<file path="src/rtl/seq_mult_32bit.sv">
// seq_mult_32bit: 32x32 -> 64-bit signed/unsigned shift-add multiplier built around one 32-bit CLA.
// Optional macro SEQ_MULT_ZERO_SKIP_EN: a zero operand skips RUN/FIX and finishes two cycles after start.

module seq_mult_cla32 (
  input  logic [31:0] x,
  input  logic [31:0] y,
  input  logic        c_in,
  output logic [31:0] sum,
  output logic        c_out
);
  logic [31:0] g;
  logic [31:0] p;
  logic [32:0] c;

  assign g = x & y;
  assign p = x ^ y;

  // Full lookahead inside each 4-bit group; group carry-outs feed the next group
  always_comb begin
    c    = '0;
    c[0] = c_in;
    for (int k = 0; k < 8; k++) begin
      c[4*k+1] = g[4*k] | (p[4*k] & c[4*k]);
      c[4*k+2] = g[4*k+1] | (p[4*k+1] & g[4*k]) | (p[4*k+1] & p[4*k] & c[4*k]);
      c[4*k+3] = g[4*k+2] | (p[4*k+2] & g[4*k+1]) | (p[4*k+2] & p[4*k+1] & g[4*k])
               | (p[4*k+2] & p[4*k+1] & p[4*k] & c[4*k]);
      c[4*k+4] = g[4*k+3] | (p[4*k+3] & g[4*k+2]) | (p[4*k+3] & p[4*k+2] & g[4*k+1])
               | (p[4*k+3] & p[4*k+2] & p[4*k+1] & g[4*k])
               | (p[4*k+3] & p[4*k+2] & p[4*k+1] & p[4*k] & c[4*k]);
    end
  end

  assign sum   = p ^ c[31:0];
  assign c_out = c[32];
endmodule

module seq_mult_32bit (
  input  logic        clk,
  input  logic        rst,
  input  logic        start,
  input  logic        sgn,
  input  logic [31:0] a,
  input  logic [31:0] b,
  output logic        busy,
  output logic        done,
  output logic [31:0] prod_hi,
  output logic [31:0] prod_lo
);
  typedef enum logic [2:0] {IDLE, PREP, RUN, FIX, DONE} state_t;

  state_t      state;
  state_t      state_next;
  logic [31:0] a_r;
  logic [31:0] b_r;
  logic        sgn_r;
  logic [31:0] mcand;
  logic [31:0] mplier;
  logic [31:0] acc_hi;
  logic        neg;
  logic [4:0]  count;
  logic [31:0] a_abs;
  logic [31:0] b_abs;
  logic [31:0] cla_x;
  logic [31:0] cla_y;
  logic        cla_cin;
  logic [31:0] cla_sum;
  logic        cla_cout;

  // -2^31 negates to itself, which is exactly its magnitude read as unsigned
  assign a_abs = (sgn_r && a_r[31]) ? (~a_r + 32'd1) : a_r;
  assign b_abs = (sgn_r && b_r[31]) ? (~b_r + 32'd1) : b_r;

`ifdef SEQ_MULT_ZERO_SKIP_EN
  logic zero_op;
  assign zero_op = (a_r == 32'd0) || (b_r == 32'd0);
`endif

  always_ff @(posedge clk) begin
    if (rst) state <= IDLE;
    else     state <= state_next;
  end

  always_comb begin
    state_next = state;
    case (state)
      IDLE: if (start) state_next = PREP;
`ifdef SEQ_MULT_ZERO_SKIP_EN
      PREP: state_next = zero_op ? DONE : RUN;
`else
      PREP: state_next = RUN;
`endif
      RUN:  if (count == 5'd31) state_next = FIX;
      FIX:  state_next = DONE;
      DONE: state_next = IDLE;
      default: state_next = IDLE;
    endcase
  end

  // FIX reuses the adder for the low word of the 64-bit negate (~lo + 1)
  always_comb begin
    cla_x   = acc_hi;
    cla_y   = mplier[0] ? mcand : 32'd0;
    cla_cin = 1'b0;
    if (state == FIX) begin
      cla_x   = ~mplier;
      cla_y   = 32'd0;
      cla_cin = 1'b1;
    end
  end

  seq_mult_cla32 u_cla (
    .x     (cla_x),
    .y     (cla_y),
    .c_in  (cla_cin),
    .sum   (cla_sum),
    .c_out (cla_cout)
  );

  always_ff @(posedge clk) begin
    if (rst) begin
      a_r     <= '0;
      b_r     <= '0;
      sgn_r   <= 1'b0;
      mcand   <= '0;
      mplier  <= '0;
      acc_hi  <= '0;
      neg     <= 1'b0;
      count   <= '0;
      busy    <= 1'b0;
      done    <= 1'b0;
      prod_hi <= '0;
      prod_lo <= '0;
    end else begin
      done <= 1'b0;
      // busy stays up through the cycle in which done is shown
      busy <= (state_next != IDLE) || (state == DONE);
      case (state)
        IDLE: begin
          if (start) begin
            a_r   <= a;
            b_r   <= b;
            sgn_r <= sgn;
          end
        end
        PREP: begin
          mcand  <= a_abs;
          mplier <= b_abs;
          neg    <= sgn_r & (a_r[31] ^ b_r[31]);
          acc_hi <= '0;
          count  <= '0;
`ifdef SEQ_MULT_ZERO_SKIP_EN
          if (zero_op) begin
            mplier <= '0;
            neg    <= 1'b0;
          end
`endif
        end
        RUN: begin
          acc_hi <= {cla_cout, cla_sum[31:1]};
          mplier <= {cla_sum[0], mplier[31:1]};
          count  <= count + 5'd1;
        end
        FIX: begin
          if (neg) begin
            mplier <= cla_sum;
            acc_hi <= ~acc_hi + {31'd0, cla_cout};
          end
        end
        DONE: begin
          done    <= 1'b1;
          prod_hi <= acc_hi;
          prod_lo <= mplier;
        end
        default: ;
      endcase
    end
  end
endmodule

</file>
<file path="config.mk">
export PLATFORM = sky130hd
export DESIGN_NAME = seq_mult_32bit
export DESIGN_NICKNAME = d
export VERILOG_FILES = /design/src/rtl/seq_mult_32bit.sv
export SDC_FILE = /design/constraint.sdc
export NUM_CORES = 1
export LEC_CHECK = 0
export ABC_AREA = 1
export BUFFER_PORTS_ARGS = -buffer_cell sky130_fd_sc_hd__buf_2
export CORE_MARGIN = 8
export CORE_UTILIZATION = 50
export DETAILED_ROUTE_END_ITERATION = 10
export PLACE_DENSITY = 0.69
export SLEW_MARGIN = 20
export SYNTH_ARGS = -nofsm -noshare
export SYNTH_HDL_FRONTEND = slang
export SYNTH_HIERARCHICAL = 1
export SYNTH_SLANG_ARGS = --single-unit
</file>
<file path="constraint.sdc">
create_clock -name clk -period 8.97 [get_ports clk]
set_clock_uncertainty 0.2 [all_clocks]
set_input_delay 0.4485 -clock clk [delete_from_list [all_inputs] [get_ports clk]]
set_output_delay 0.4485 -clock clk [all_outputs]
set_load 0.02 [all_outputs]
</file>
=== Word level (Yosys, flattened, before mapping) ===
Cells that the tools add are included.
W data, S select, Z words.

* $add $sub $neg: 4
* Equality and inequality tests: 6
* Multiplexer cells: 15
* Bitwise logic cells: 217
* Reductions and logical operators: 9

{| class="wikitable"
|+ Operators with widths
! operator !! number
|-
| $mux W32 || 7
|-
| $pmux W32 S3 || 2
|-
| $and A1 B1 Y1 || 129
|-
| $not A32 Y32 || 4
|-
| $or A1 B1 Y1 || 80
|-
| $add A32 B1 Y32 const B || 2
|-
| $xor A32 B32 Y32 || 2
|-
| $add A32 B1 Y32 || 1
|-
| $and A32 B32 Y32 || 1
|-
| $pmux W3 S4 || 1
|-
| $pmux W5 S2 || 1
|-
| $eq A3 B2 Y1 const B || 2
|-
| $mux W3 || 2
|-
| $reduce_bool A3 Y1 || 2
|-
| $add A5 B1 Y5 const B || 1
|-
| $eq A5 B5 Y1 const B || 1
|-
| $reduce_and A2 Y1 || 2
|-
| $eq A3 B1 Y1 const B || 1
|-
| $eq A3 B3 Y1 const B || 1
|-
| $logic_not A3 Y1 || 1
|-
| $logic_and A1 B1 Y1 || 2
|-
| $mux W1 || 2
|-
| $ne A2 B2 Y1 const B || 1
|-
| $reduce_bool A2 Y1 || 1
|-
| 2 further kinds || 2
|}

* Register bits after elaboration: 236
* Logic and storage cells: 264
* Output and inout bits: 66
* Input bits: 68

=== Logic depth before layout (Yosys ltp) ===
* Word-level depth: 25
* Depth in mapped cells: 37
* Depth with buffers taken out: 36

=== By module ===
Netlist, hierarchy kept.

{| class="wikitable"
|+ By module, submodules not included
! module !! times used !! cells each !! seq. area each (µm²) !! area each (µm²)
|-
| seq_mult_32bit || 1 || 1777 || 4724.5 || 11847.6
|-
| seq_mult_cla32 || 1 || 185 || 0.0 || 1358.8
|}

=== Worst setup path after synthesis ===
OpenSTA, ideal clock, no wires.

* Path type: reg2reg
* Start: register state[2]
* End: register acc_hi[16]
* Path buffers: 3
* Period minus slack after synthesis: 4.229 ns
* Data arrival time: 3.959 ns
* Required time: 8.700 ns
* Cell stages (with the launch flop): 37
* Library setup time: 0.070 ns
* Slack: 4.741 ns
* Cells stage by stage: dfxtp_1 -> inv_2 -> nand2_1 -> nor2_2 -> clkbuf_1 -> buf_2 -> buf_2 -> nor2_1 -> ha_1 -> nand2_1 -> clkinv_1 -> nand3_2 -> nand2_2 -> nand2_2 -> nand2_2 -> nand2_2 -> nand2_2 -> nand2_2 -> nand2_4 -> nand2_4 -> nand2_4 -> nand2_4 -> nand2_4 -> nand2_4 -> nand2_4 -> nand2_4 -> nand2_2 -> nand2_1 -> nand2_1 -> ha_1 -> ha_1 -> nand3_1 -> nor2_1 -> nand2_1 -> o21ai_0 -> nand3_1 -> a21oi_1

* Cells in the longest elaborated chain, start to end: 25
* Elaborated cells on any way between the ends: 105
* Classes of those cells: add/sub (1); eq/ne (4); mux (5); bitwise (93); reduce/logical (2)

{| class="wikitable"
|+ RTL lines
! what !! line !! RTL
|-
| start, declared || 51 || <nowiki>state_t state;</nowiki>
|-
| start signal, assigned || 80 || <nowiki>else state <= state_next;</nowiki>
|-
| $eq A3 B2 Y1 (*) || 104 || <nowiki>if (state == FIX) begin</nowiki>
|-
| $mux W32 (*) || 104 ||
|-
| net cla_y[2] || 64 || <nowiki>logic [31:0] cla_y;</nowiki>
|-
| $and A32 B32 Y32 / $xor A32 B32 Y32 (equally long branches) || 15, 16 ||
|-
| $and A1 B1 Y1 (on tied branches) || 27, 28, 29 ||
|-
| $or A1 B1 Y1 (tied with other cells) (2 in a row) || 27 || <nowiki>c[4*k+4] = g[4*k+3] | (p[4*k+3] & g[4*k+2]) | (p[4*k+3] & p[4*k+2] & g[4*k+1])</nowiki>
|-
| $or A1 B1 Y1 / $and A1 B1 Y1 (equally long branches) || 28, 29 ||
|-
| $or A1 B1 Y1 (*) || 29 || <nowiki>| (p[4*k+3] & p[4*k+2] & p[4*k+1] & p[4*k] & c[4*k]);</nowiki>
|-
| [... 10 more ...] || - ||
|-
| $and A1 B1 Y1 (*) || 29 ||
|-
| $or A1 B1 Y1 (*) || 29 ||
|-
| $and A1 B1 Y1 (*) || 29 ||
|-
| $or A1 B1 Y1 (*) || 29 ||
|-
| net cla_cout || 67 || <nowiki>logic cla_cout;</nowiki>
|-
| $add A32 B1 Y32 (*) || 166 || <nowiki>acc_hi <= ~acc_hi + {31'd0, cla_cout};</nowiki>
|-
| $mux W32 (*) || 164 || <nowiki>if (neg) begin</nowiki>
|-
| $pmux W32 S3 (*) || 137 || <nowiki>case (state)</nowiki>
|-
| end signal, assigned || 159 || <nowiki>acc_hi <= {cla_cout, cla_sum[31:1]};</nowiki>
|-
| end signal, assigned || 166 ||
|-
| end, declared || 58 || <nowiki>logic [31:0] acc_hi;</nowiki>
|}

The timed path passes the listed nets; every way through them passes the cells marked *. The select of a mux whose other input is x is not followed.
A chain may end at the register's enable or synchronous reset.

=== Final worst setup path ===
* Start: register state[2]
* End: register acc_hi[28]

* Elaborated cells on any way between the ends: 105
* Classes of those cells: add/sub (1); eq/ne (4); mux (5); bitwise (93); reduce/logical (2)

{| class="wikitable"
|+ RTL lines
! what !! line !! RTL
|-
| $eq A3 B2 Y1 (*) || 104 ||
|-
| $mux W32 (*) || 104 ||
|-
| net cla_x[13] || 63 || <nowiki>logic [31:0] cla_x;</nowiki>
|-
| $and A32 B32 Y32 / $xor A32 B32 Y32 (equally long branches) || 15, 16 ||
|-
| $and A1 B1 Y1 (on tied branches) || 27, 28, 29 ||
|-
| $or A1 B1 Y1 (tied with other cells) || 27 ||
|-
| $or A1 B1 Y1 / $and A1 B1 Y1 (equally long branches) || 28, 29 ||
|-
| $or A1 B1 Y1 (*) || 29 ||
|-
| [... 4 more ...] || - ||
|-
| $and A1 B1 Y1 (*) || 29 ||
|-
| $or A1 B1 Y1 (*) || 29 ||
|-
| $and A1 B1 Y1 (*) || 29 ||
|-
| $or A1 B1 Y1 (*) || 29 ||
|-
| net cla_cout || 67 ||
|-
| $add A32 B1 Y32 (*) || 166 ||
|-
| $mux W32 (*) || 164 ||
|-
| $pmux W32 S3 (*) || 137 ||
|}

Marks and branches as above.

==> qor.csv <==
metric,value,unit
status,"complete, no violations",
fin_crit_sh,60.5,%
relSlewSlack,33.5,%
htreeDepth,1,
grt_pass1_vias,12600,
clock_latency,0.54,ns
nets,2183,
die_x,179,um
drive_gt1_share,10.4,%
place_hpwl,30400,um
fin_crit,5.43,ns
syn_nets,2076,
via_count,13600,
synth_common_cells,"290 x nand2_1, 279 x a21oi_1, 267 x o21ai_0, 236 x dfxtp_1, 208 x nor2_1",
grt_pass1_wl,67100,um
drt_wl_total,41900,um
std_cell_rows,59,
die_h,179,um
die_area,0.0319,mm2
yosysWarningCount,6,
power_density,191,mW/mm2
synth_seq_area_share,35.8,%
postCtsHoldBufs,42,
fin_total_pwr,2.92,mW
synthCells,1962,
slowest_stage,buf_4,
io_buffers,133,
rr_worst_depth,30,
async_reset_ff_share,0,%
finalHoldViolations,0,
grt_antenna_before_repair,5,
place.gp.congestion,0.907,
wl_per_cell,17.3,um
worstHoldPathType,input port to flop,
avgSynthCellArea,6.73,um2
maxCapViolCount,0,
setup_viol,0,
whs_path_depth,3,
cts_resized,0,
area_growth,15.7,%
leakagePower,6.83,nW
synth_most_common_cell,nand2_1,
path_max_fanout,81,
ir_drop,0.000279,V
core-area,0.0260,mm2
crit_path_start_kind,flop,
start_util,50.8,%
grt_max_degree,123,
postLayoutCellArea,0.0153,mm2
ios,134,
drc,0,
worst-path-stages,30,
cts_made_buffers,27,
yosys.area.top_type_share,35.8,%
clock_path_buffers,3,
path_common_cell,nand2_4,
path_clk_slew,0.06,ns
cp_top_family,simple AND/OR/NAND/NOR gates,
postCtsSetupRepairBufs,0,
synth_ff_type,dfxtp_1,
grt_overflow_total,0,
drtAntennaViolNets,0,
critPathMaxStageDelay,0.70,ns
worst-setup-path-type,flop to flop,
cp.required,9.24,ns
root_buffer,clkbuf_16,
rsz0062_at_grt,no,
ys_seq_elements,236,
grt.total_usage,25.9,%
placed_area,0.0140,mm2
arrival,5.70,ns
diodes,0,
whs,0.0136,ns
firstDrtPassIters,5,
crit_buf_inv,4,
netlist-cell-type-count,42,
worst_pin_slew,0.995,ns
synth_enable_flop_cells,0,
max_freq,184,MHz
yosysTopAreaCell,dfxtp_1,
cts_tree,done,
clock_sinks,236,
setup_tns,0,ns
drt-vias-per-instance,5.62,
synthesis.area,0.0132,mm2
dr.first_iter.drc_count,1239,
slew_violations,0,
end_kind,flop,
synth_area_leaders,"dfxtp_1 36%, a21oi_1 11%, o21ai_0 10%",
[state kept, by name, indices dropped and copies added (netlist names)]
signal,flops
a_r,32
acc_hi,32
b_r,32
mcand,32
mplier,32
prod_hi,32
prod_lo,32
count,5
state,3
busy,1
done,1
neg,1
sgn_r,1
[tightest hold or removal path, cell delays in order]
cell and delay (ns):
buf_2 0.07, o21ai_0 0.07, a21oi_1 0.11
[report_power, final]
group / internal (mW) / switching (mW) / leakage, nW / total, mW
clock network: 0.650 / 0.442 / 0.436 / 1.09
logic: 0.192 / 0.436 / 4.46 / 0.628
registers: 1.13 / 0.0666 / 1.93 / 1.20
total: 1.97 / 0.945 / 6.83 / 2.92
[logic make-up (layout without fill, tap and decap cells)]
family / after synthesis / in the layout / synth area share, %
XOR/XNOR: 41 / 41 / 2.72
adder cells (fa/ha/maj): 46 / 46 / 4.81
flip-flops: 236 / 236 / 35.8
AND/OR/NAND/NOR: 706 / 706 / 22.9
buffers and inverters: 309 / 436 / 8.97
AO/OA/AOI/OAI: 624 / 624 / 24.8
[layout make-up]
class,instances,area (um2)
tap,335,419
timing repair buffer,185,1160
clock buffer,43,816
sequential,236,4720
multi-input combinational,1417,7330
inverter,202,761
fill,2547,10700
clock inverter,6,65.1
[per-layer routing]
metal	up-vias	track usage, %	part of all wire [%]
met5	-	0	0.14
li1	6789	-	-
met3	80	4.68	8.1
met1	6221	37.5	47
met2	516	38.2	42
met4	10	8.54	3.2
[placed cells by master, fill, tap and decap left out, types with 38 or more instances in the layout]
| master | count |
|---|---|
| inv_1 | 194 |
| o21ai_0 | 267 |
| nand3_1 | 143 |
| buf_2 | 133 |
| a21oi_1 | 279 |
| dfxtp_1 | 236 |
| dlygate4sd3_1 | 42 |
| nor2_1 | 206 |
| ha_1 | 38 |
| nand2_1 | 290 |
[per-stage QoR]
step,instances,setup slack [ns],utilization (%)
after floorplan,1962,4.74,-
after global placement,2333,3.71,53.8
after detailed placement,2333,3.61,53.8
after CTS,2424,3.57,58.8
after global routing,2424,3.04,58.8
final,2424,3.54,58.8
[final timing paths]
path / to / start / slack (ns)
worst max-delay path: acc_hi[28]$_SDFFE_PP0P_ / state[2]$_SDFF_PP0_ / 3.54
worst min-delay path: b_r[4]$_SDFFE_PP0P_ / b[4] / 0.01
worst max register to register: acc_hi[28]$_SDFFE_PP0P_ / state[2]$_SDFF_PP0_ / 3.54
worst min register to register: count[4]$_SDFFE_PP0P_ / count[4]$_SDFFE_PP0P_ / 0.27
Note: power is estimated with default switching activity, not from simulation.
